**config.mk**
```make
export PLATFORM = sky130hd
export DESIGN_NAME = wb_scoreboard
export DESIGN_NICKNAME = d
export VERILOG_FILES = /design/src/rtl/wb_scoreboard.sv
export SDC_FILE = /design/constraint.sdc
export NUM_CORES = 1
export LEC_CHECK = 0
export BUFFER_PORTS_ARGS = -buffer_cell sky130_fd_sc_hd__buf_2
export CORE_ASPECT_RATIO = 1.25
export CORE_MARGIN = 2
export CORE_UTILIZATION = 40
export CTS_CLUSTER_SIZE = 16
export DETAILED_ROUTE_END_ITERATION = 8
export GPL_TIMING_DRIVEN = 0
export PLACE_DENSITY = 0.78
export SETUP_SLACK_MARGIN = 0.5
export SYNTH_ARGS = -nofsm -noshare
export SYNTH_HDL_FRONTEND = slang
export SYNTH_SLANG_ARGS = --single-unit
export TNS_END_PERCENT = 1
```
**constraint.sdc**
```tcl
create_clock -name clk -period 3.3 [get_ports clk]
set_input_delay 0.495 -clock clk [delete_from_list [all_inputs] [get_ports clk]]
set_output_delay 0.495 -clock clk [all_outputs]
set_load 0.05 [all_outputs]
```
**src/rtl/wb_scoreboard.sv**
```systemverilog
// Writeback arbiter and load busy-scoreboard in front of the single register-file write port.
// Latency: 1 cycle from an ALU result or a load handshake to the register-file write.
// Backpressure: ALU never stalls; o_ld_ready = !i_alu_valid; decode held via o_issue_stall on busy hazards.
//
// Ports:
//   clk, rst_n                       clock, asynchronous active-low reset
//   i_issue_*  / o_issue_stall       decode presentation and hazard stall (combinational)
//   i_alu_valid/rd/data              single-cycle ALU result, fixed priority
//   i_ld_valid/rd/data, o_ld_ready   load unit result with valid/ready handshake
//   o_wb_we/rd/wd                    registered register-file write port
// Optional feature macro: SB_EARLY_RELEASE_EN -- a register released by a load handshake
//   this cycle no longer causes a hazard in that same cycle.
module wb_scoreboard #(
   parameter int XLEN  = 32,
   parameter int NREGS = 32,
   parameter int AW    = 5
) (
   input  logic            clk,
   input  logic            rst_n,
   input  logic            i_issue_valid,
   input  logic [AW-1:0]   i_issue_rd,
   input  logic [AW-1:0]   i_issue_rs1,
   input  logic [AW-1:0]   i_issue_rs2,
   input  logic            i_issue_uses_rs1,
   input  logic            i_issue_uses_rs2,
   input  logic            i_issue_long,
   output logic            o_issue_stall,
   input  logic            i_alu_valid,
   input  logic [AW-1:0]   i_alu_rd,
   input  logic [XLEN-1:0] i_alu_data,
   input  logic            i_ld_valid,
   input  logic [AW-1:0]   i_ld_rd,
   input  logic [XLEN-1:0] i_ld_data,
   output logic            o_ld_ready,
   output logic            o_wb_we,
   output logic [AW-1:0]   o_wb_rd,
   output logic [XLEN-1:0] o_wb_wd
);

   logic [NREGS-1:0] r_busy;
   logic [NREGS-1:0] w_busy_nxt;
   logic [NREGS-1:0] w_busy_eff;
   logic             w_ld_fire;
   logic             w_hz_rs1;
   logic             w_hz_rs2;
   logic             w_hz_rd;
   logic             w_accept;
   logic             r_wb_we;
   logic [AW-1:0]    r_wb_rd;
   logic [XLEN-1:0]  r_wb_wd;

   // ALU owns the write port whenever it has a result; loads wait in the load unit.
   assign o_ld_ready = ~i_alu_valid;
   assign w_ld_fire  = i_ld_valid & ~i_alu_valid;

`ifdef SB_EARLY_RELEASE_EN
   // The register being written back by this cycle's load is treated as free already;
   // execute-stage forwarding supplies the value to the dependent instruction.
   logic [NREGS-1:0] w_rel_mask;
   always_comb begin
      w_rel_mask = '0;
      if (w_ld_fire) w_rel_mask[i_ld_rd] = 1'b1;
   end
   assign w_busy_eff = r_busy & ~w_rel_mask;
`else
   assign w_busy_eff = r_busy;
`endif

   assign w_hz_rs1 = i_issue_uses_rs1 & (i_issue_rs1 != '0) & w_busy_eff[i_issue_rs1];
   assign w_hz_rs2 = i_issue_uses_rs2 & (i_issue_rs2 != '0) & w_busy_eff[i_issue_rs2];
   assign w_hz_rd  = (i_issue_rd != '0) & w_busy_eff[i_issue_rd];

   assign o_issue_stall = i_issue_valid & (w_hz_rs1 | w_hz_rs2 | w_hz_rd);
   assign w_accept      = i_issue_valid & ~o_issue_stall;

   // Clear is applied before set so a same-cycle set of the same bit wins.
   always_comb begin
      w_busy_nxt = r_busy;
      if (w_ld_fire && (i_ld_rd != '0))
         w_busy_nxt[i_ld_rd] = 1'b0;
      if (w_accept && i_issue_long && (i_issue_rd != '0))
         w_busy_nxt[i_issue_rd] = 1'b1;
      w_busy_nxt[0] = 1'b0;
   end

   always_ff @(posedge clk or negedge rst_n) begin
      if (!rst_n) begin
         r_busy  <= '0;
         r_wb_we <= 1'b0;
         r_wb_rd <= '0;
         r_wb_wd <= '0;
      end else begin
         r_busy <= w_busy_nxt;
         if (i_alu_valid) begin
            r_wb_we <= (i_alu_rd != '0);
            r_wb_rd <= i_alu_rd;
            r_wb_wd <= i_alu_data;
         end else if (w_ld_fire) begin
            r_wb_we <= (i_ld_rd != '0);
            r_wb_rd <= i_ld_rd;
            r_wb_wd <= i_ld_data;
         end else begin
            // Idle: drop the enable, keep index/data stable.
            r_wb_we <= 1'b0;
         end
      end
   end

   assign o_wb_we = r_wb_we;
   assign o_wb_rd = r_wb_rd;
   assign o_wb_wd = r_wb_wd;

endmodule
```
**After elaboration in Yosys (flattened, before gate mapping)**

Cells that the tools add are included.

- Flip-flop bits (word level): 69
- Bits of input ports: 97
- Output and inout bits: 40
- Logic and storage cells: 54

- Order comparisons: 6
- Muxes and demuxes: 18
- Bitwise gates (word level): 15
- Reductions and logical operators: 11

Operator list:

| operator | number |
|---|---|
| 2-to-1 mux 32 bit | 4 |
| bitwise AND 32 bit | 1 |
| inverter 32 bit | 1 |
| bitwise OR 32 bit | 1 |
| nonzero test 5 bit | 5 |
| less-than comparator 5 x 6 -> 1 bit, second input constant | 4 |
| binary-select mux 1 bit (select 5 bit) | 3 |
| demux 1 bit (select 5 bit) | 2 |
| >= comparator 5 x 1 -> 1 bit, second input constant | 2 |
| 2-to-1 mux 5 bit | 2 |
| bitwise AND 1 bit | 8 |
| 2-to-1 mux 1 bit | 7 |
| logical AND 1 bit | 5 |
| inverter 1 bit | 2 |
| bitwise OR 1 bit | 2 |
| nonzero test 2 bit | 1 |

**Logic depth before layout (Yosys ltp)**

Gate-level depths: netlist (run 1).

- Depth after elaboration: 11
- Gate-level depth with buffers: 9
- Gate-level depth less buffers: 6

**Worst setup path before layout (run 1)**

OpenSTA, ideal clock, no wires.

- Kind: input -> output
- Start point: input i_issue_rd[0]
- End point: output o_issue_stall
- Data arrival time: 2.609 ns
- Data required time: 2.805 ns
- Slack: 0.196 ns
- Cell stages on the path: 9
- Buffers on the path: 3
- Path through: clkbuf_1 -> clkbuf_1 -> mux4_2 -> nand2_1 -> nand3_1 -> nor2_1 -> nand2_1 -> clkbuf_1 -> o21a_1

- Word-level cells in the longest chain between the ends: 5
- Elaborated cells between the ends (all ways): 6
- Classes of those cells: mux: 2; bitwise: 3; reduce/logical: 1

RTL lines:

| element | line | RTL |
|---|---|---|
| start: declaration | 21 | `input logic [AW-1:0] i_issue_rd,` |
| binary-select mux 1 bit (select 5 bit) | 71 | `assign w_hz_rd = (i_issue_rd != '0) & w_busy_eff[i_issue_rd];` |
| 2-to-1 mux 1 bit (implied by the code) | 71 |  |
| bitwise AND 1 bit (*) | 71 |  |
| bitwise OR 1 bit (*) | 73 | `assign o_issue_stall = i_issue_valid & (w_hz_rs1 \| w_hz_rs2 \| w_hz_rd);` |
| bitwise AND 1 bit (*) | 73 |  |
| end: declaration | 27 | `output logic o_issue_stall,` |

Mark *: on every way between the ends. The rest lies on a longest branch, timed or not. The select of a mux whose other input is x is not followed.

**Worst setup path in the final report (run 1)**

- Start point: register r_busy[31]
- End point: output o_issue_stall

- Word-level cells in the longest chain between the ends: 6
- Elaborated cells between the ends (all ways): 12
- Classes of those cells: mux: 6; bitwise: 6

RTL lines:

| element | line | RTL |
|---|---|---|
| start: declaration | 40 | `logic [NREGS-1:0] r_busy;` |
| start signal: assignment | 93 | `r_busy <= w_busy_nxt;` |
| binary-select mux 1 bit (select 5 bit), on equally long branches | 69, 70 |  |
| 2-to-1 mux 1 bit, on equally long branches | 69, 70 |  |
| bitwise AND 1 bit, on equally long branches | 69, 70 |  |
| bitwise OR 1 bit | 73 |  |
| bitwise OR 1 bit (*) | 73 |  |
| bitwise AND 1 bit (*) | 73 |  |

Marks and branches as above.

==> flow_metrics.py, run 1 <==
metrics = {
    "sta": {
        "period_share_pct": 96.2,
        "finClkSkew_ps": 6.08,
        "hold_viol": 0,
        "rsz0062_at_grt": "true",
        "timing.final.ws_setup_ps": 125,
        "period_minus_slack_ps": 3180,
        "timing.fmax_mhz": 315,
        "tightest_slew_ps": 1120,
        "maxSlewViolCount": 0,
        "setup_viol": 0,
        "slew_headroom_pct": 25.0,
        "hold_ws_ps": 290,
    },
    "setup_path": {
        "critPathKind": "flop to primary output",
        "arrival_ps": 2680,
        "cp-start-kind": "flop",
        "worstPathRequired_ps": 2800,
        "r2r_setup_slack_ps": 550,
        "cp-end-kind": "primary output",
        "worstPathMaxFanout": 4,
    },
    "yosys": {
        "async_flop_share_pct": 100,
        "yosys_warnings": 0,
        "synth-compound-area-share_pct": 15.8,
        "synth_top_family_by_area": "multiplexers",
        "yosysSeqAreaShare_pct": 42.3,
        "syn_nets": 501,
        "synth_mux_area_share_pct": 22.7,
        "synth-xor-area-share_pct": 0,
        "ys.flop_type": "dfrtp_1",
        "synthAdderAreaFrac_pct": 0,
        "synth-simple-area-share_pct": 15.6,
        "synth_edf_count": 0,
        "syn_area_mm2": 0.00409,
        "synthDistinctLibCells": 40,
        "synth-seq-cells": 69,
        "syn_inst": 404,
        "syn_avg_cell_area_um2": 10.1,
    },
    "placed_design": {
        "place_area_mm2": 0.00491,
        "dpl_worst_slack_ps": -86.4,
        "dp_hpwl_mm": 9.47,
        "portBuffers": 126,
        "routabilityCongestion": 0.943,
    },
    "clock_tree": {
        "clock-sinks": 69,
        "worstSkewPairLatency_ps": 330,
        "h-tree-depth": 3,
        "cts_buffer_depth": 2,
        "cts_root_buf": "clkbuf_16",
        "cts_buffers": 9,
        "postCtsHoldBufs": 0,
        "cts_tree": "done",
        "clkSlewWorstSetupHoldPaths_ps": 60,
    },
    "route": {
        "drcViolationCount": 0,
        "vias_per_cell": 5.83,
        "totalWireLength_mm": 12.5,
        "drt_iter0_drc": 286,
        "firstDrtPassIters": 5,
        "vias": 3954,
        "ant_nets": 0,
        "wl_per_cell_um": 18.5,
    },
    "final_layout": {
        "num_antenna_cells": 0,
        "area_delta_synth_final_pct": 28.9,
        "final_cell_mix": "buf_2, o21ai_0, dfrtp_1, nand2_1, mux2i_1",
        "drive_gt1_share_pct": 33.9,
        "layout_commonest_cell": "buf_2",
        "design_area_mm2": 0.00527,
        "nets": 641,
        "fin_util_pct": 52.7,
    },
    "grt": {
        "grt_usage_pct": 23.5,
        "met2_usage_pct": 40.4,
        "grt.busiest_layer": "met2",
        "grt_pass1_vias": 4003,
        "grt_max_degree": 70,
        "use_met3_pct": 6.02,
        "grt_pass1_wl_mm": 20.0,
        "overflow": 0,
        "grt_use_met1_pct": 28.6,
        "antenna_found_initial": 0,
    },
    "floorplan": {
        "die_w_um": 94.4,
        "chipHeight_um": 117,
        "io_pins": 137,
        "row_count": 41,
        "core_area_mm2": 0.0100,
        "initial_core_util_pct": 40.9,
        "die_area_mm2": 0.0110,
    },
    "run": {
        "drv_cap": 0,
    },
    "pwr": {
        "p_leak_nw": 2.42,
        "power.density_mw_per_mm2": 532,
        "irDropWorstVdd_v": 0.000267,
    },
    "hold_path": {
        "worstHoldPathType": "primary input to async pin",
    },
    "status": {
        "run_status": "complete, no violations",
    },
}
-- cell usage after synthesis, types with 2 or more instances --
library cell  number  area share [%]
o21ai_0           85              10
dfrtp_1           69              42
nand2_1           50             4.6
mux2i_1           43              11
clkbuf_1          26             2.4
nand3_1           24             2.9
mux4_2            20              11
o41ai_1           13             2.8
nand3b_1           9             1.7
nor2_1             6            0.55
nor3b_1            5            0.92
mux2_2             4             1.1
a22oi_1            3            0.55
and3_1             3            0.46
and3b_1            3            0.64
buf_2              3            0.37
inv_1              3            0.28
nand4b_1           3            0.64
nor2b_1            3            0.46
or3b_2             3            0.64
buf_1              2            0.18
buf_6              2            0.55
nand2b_1           2            0.31
nand4_1            2            0.31
nor3_1             2            0.24
or3_1              2            0.31
-- cell families (layout without fill, tap and decap cells) --
family	after synthesis	after routing
AND/OR/NAND/NOR	122	122
multiplexers	67	67
buffers and inverters	36	181
flip-flops	69	69
AO/OA/AOI/OAI	110	110
-- layout make-up --
class | instances | area [µm²]
clock inverters | 5 | 58.8
clock buffers | 11 | 253
plain buffers | 33 | 174
inverters | 3 | 11.3
repair buffers | 129 | 666
well taps | 129 | 161
fillers | 889 | 4730
multi-input cells | 299 | 2220
flip-flops and latches | 69 | 1730
-- flip-flops by register name (all words and copies together), names as in the netlist --
name / cells
o_wb_rd: 5
o_wb_we: 1
o_wb_wd: 32
r_busy: 31
-- worst paths after layout --
| check | start | to | cells past startpoint |
|---|---|---|---|
| setup / recovery | r_busy[31] | o_issue_stall | 8 |
| hold / removal | rst_n | r_busy[24] | 1 |
| min in group clk | i_alu_data[18] | o_wb_wd[18] | 3 |
| setup reg to reg | r_busy[31] | r_busy[24] | 8 |
| hold reg to reg | o_wb_wd[8] | o_wb_wd[8] | 2 |
| max in group asynchronous | rst_n | o_wb_wd[5] | 1 |
-- critical path, stage by stage, from the launching register on --
cell	delay, ps
dfrtp_1	410
mux4_2	480
mux4_2	490
or2_1	240
and3_4	160
buf_6	120
buf_8	110
o21a_4	190
buf_8	140
-- stage by stage --
step           setup TNS, ps  cells  total power, W
4_1_cts                    0    678         0.00280
5_1_grt                    0    678         0.00293
3_3_place_gp           -30.8    659         0.00177
2_1_floorplan              0    404         0.00155
6_report                   0    678         0.00280
3_5_place_dp           -86.4    659         0.00180
-- metal layers --
layer	vias up	routed length, µm	share of wire [%]
met5	-	0	0
met3	27	1140	9.1
li1	1800	-	-
met4	0	257	2.0
met1	1876	4910	39
met2	251	6240	50
-- report_power, final --
part	total, W	internal [W]	switching (W)	leakage (nW)
logic	0.000740	0.000291	0.000449	1.41
registers	0.00107	0.000960	0.000111	0.868
clock network	0.000993	0.000626	0.000367	0.148
total	0.00280	0.00188	0.000927	2.42
-- repair_timing --
item                       CTS  global route
hold endpoints to repair     0             0
setup buffers                3             0
pin swaps                    1             1
setup endpoints to repair    1            10
resized for setup            8             4
Note: power is estimated with default switching activity, not from simulation.
==> inputs of run 2 (changes only) <==
Settings changed: PLACE_DENSITY 0.78 to 0.66.
Clock period 3.3 ns to 3.7 ns, I/O delays scaled along.
==> flow_metrics.py, run 2 (same netlist as run 1, synthesis figures left out) <==
metrics = {
    "floorplan": {
        "initial_core_util_pct": 40.9,
        "core_area_mm2": 0.0100,
        "die_w_um": 94.4,
        "chipHeight_um": 117,
        "row_count": 41,
        "die_area_mm2": 0.0110,
        "io_pins": 137,
    },
    "sta": {
        "slew_headroom_pct": 38.6,
        "timing.final.ws_setup_ps": 467,
        "period_share_pct": 87.4,
        "maxSlewViolCount": 0,
        "timing.fmax_mhz": 309,
        "finClkSkew_ps": 9.68,
        "period_minus_slack_ps": 3230,
        "rsz0062_at_grt": "true",
        "hold_viol": 0,
        "tightest_slew_ps": 913,
        "setup_viol": 0,
    },
    "final_layout": {
        "n_fill_cell": 945,
        "nets": 643,
        "largest_register_ffs": 32,
        "multi_input_area_mm2": 0.00222,
        "layout_commonest_cell": "buf_2",
        "drive_gt1_share_pct": 34.3,
        "area_delta_synth_final_pct": 28.3,
        "final_cell_mix": "buf_2, o21ai_0, dfrtp_1, nand2_1, mux2i_1",
        "num_antenna_cells": 0,
        "seq_area_mm2": 0.00173,
    },
    "setup_path": {
        "worst-path-buf-inv": 3,
        "worstPathMaxFanout": 6,
        "cp_top_family": "multiplexers",
        "crit_chain": "mux4_2 -> mux4_2 -> or2_1 -> and3_4 -> buf_6 -> buf_8 -> o21a_1 -> buf_6",
        "arrival_ps": 2680,
        "cpMaxStageDelayCell": "mux4_2",
        "cp-end-kind": "primary output",
        "cp-start-kind": "flop",
        "critPathKind": "flop to primary output",
        "max_stage_delay_ps": 490,
        "worstPathRequired_ps": 3140,
    },
    "clock_tree": {
        "cts_root_buf": "clkbuf_16",
        "h-tree-depth": 3,
        "postCtsHoldBufs": 0,
        "cts_buffer_depth": 2,
        "cts_tree": "done",
        "worstSkewPairLatency_ps": 340,
        "clkSlewWorstSetupHoldPaths_ps": 60,
        "clock-sinks": 69,
        "cts_buffers": 9,
    },
    "placed_design": {
        "dpl_worst_slack_ps": 33.8,
        "dp_hpwl_mm": 9.45,
        "routabilityCongestion": 0.983,
        "portBuffers": 126,
    },
    "route": {
        "vias": 3928,
        "vias_per_cell": 5.78,
        "drt_iter0_drc": 338,
        "wl_per_cell_um": 18.8,
        "firstDrtPassIters": 6,
        "ant_nets": 0,
        "totalWireLength_mm": 12.8,
        "drcViolationCount": 0,
    },
    "run": {
        "drv_cap": 0,
    },
    "grt": {
        "overflow": 0,
        "grt_usage_pct": 24.0,
        "grt_max_degree": 70,
        "antenna_found_initial": 0,
        "grt_pass1_wl_mm": 20.0,
        "grt_pass1_vias": 3788,
    },
    "pwr": {
        "total_power_w": 0.00240,
        "irDropWorstVdd_v": 0.000264,
        "power.density_mw_per_mm2": 457,
        "p_leak_nw": 2.42,
    },
    "hold_path": {
        "worstHoldPathType": "primary input to async pin",
    },
    "status": {
        "run_status": "complete, no violations",
    },
}
==> run 2: cell types whose count changed in the layout (fill, tap and decap cells not counted), sizes merged <==
cell	change
clkinvlp	-1
clkbuf	-2
buf	+3
clkinv	+3
bufinv	-1
==> run 2: worst reg2reg max path, delay by kind of cell, from the launching register on <==
family / cells / cell delay (ps)
buffers and inverters: 1 / 320
AO/OA/AOI/OAI: 1 / 260
flip-flops: 1 / 390
AND/OR/NAND/NOR: 3 / 700
multiplexers: 2 / 970
==> run 2: power breakdown <==
part           switching (W)  total, W  internal [W]
clock               0.000334  0.000786      0.000452
combinational       0.000407  0.000671      0.000264
sequential         0.0000845  0.000941      0.000856
==> run 2: per-layer routing <==
| layer | global-route usage, % | routed length, µm |
|---|---|---|
| met4 | 9.37 | 313 |
| met3 | 5.95 | 1100 |
| met2 | 39.5 | 6120 |
| met5 | 0 | 0 |
| met1 | 30.8 | 5270 |
==> run 2: worst paths after layout <==
check / startpoint / endpoint / slack [ps] / cells past startpoint
hold reg to reg: o_wb_rd[3] / o_wb_rd[3] / 560 / 2
max in group asynchronous: rst_n / r_busy[8] / 2770 / 1
hold / removal: rst_n / o_wb_wd[19] / 350 / 1
setup reg to reg: r_busy[31] / r_busy[28] / 940 / 7
min in group clk: i_alu_data[21] / o_wb_wd[21] / 430 / 3
setup / recovery: r_busy[31] / o_issue_stall / 470 / 8
==> run 2: cell type report <==
type                    count  area share (%)
clock inverters             6           0.764
multi-input cells         299            42.4
plain buffers              33            3.34
flip-flops and latches     69            32.9
clock buffers              10            4.37
repair buffers            131            12.9
inverters                   3           0.215
well taps                 129            3.08
==> run 2: per-stage QoR <==
stage	TNS [ps]	instances	utilization, %	cell area, µm²	hold WS [ps]
after floorplan	0	404	-	4090	259
after global placement	-21.0	659	48.8	4880	530
after detailed placement	0	659	48.8	4880	548
after CTS	0	679	52.2	5220	381
after global routing	0	680	52.4	5240	424
final	0	680	52.4	5240	347
==> run 2: what timing repair did <==
action	4_1_cts	5_1_grt
setup endpoints to repair	1	1
gates resized for setup	16	3
setup buffers	4	1
cloned	0	0
pin swaps	1	2
endpoints found under the hold margin	0	0
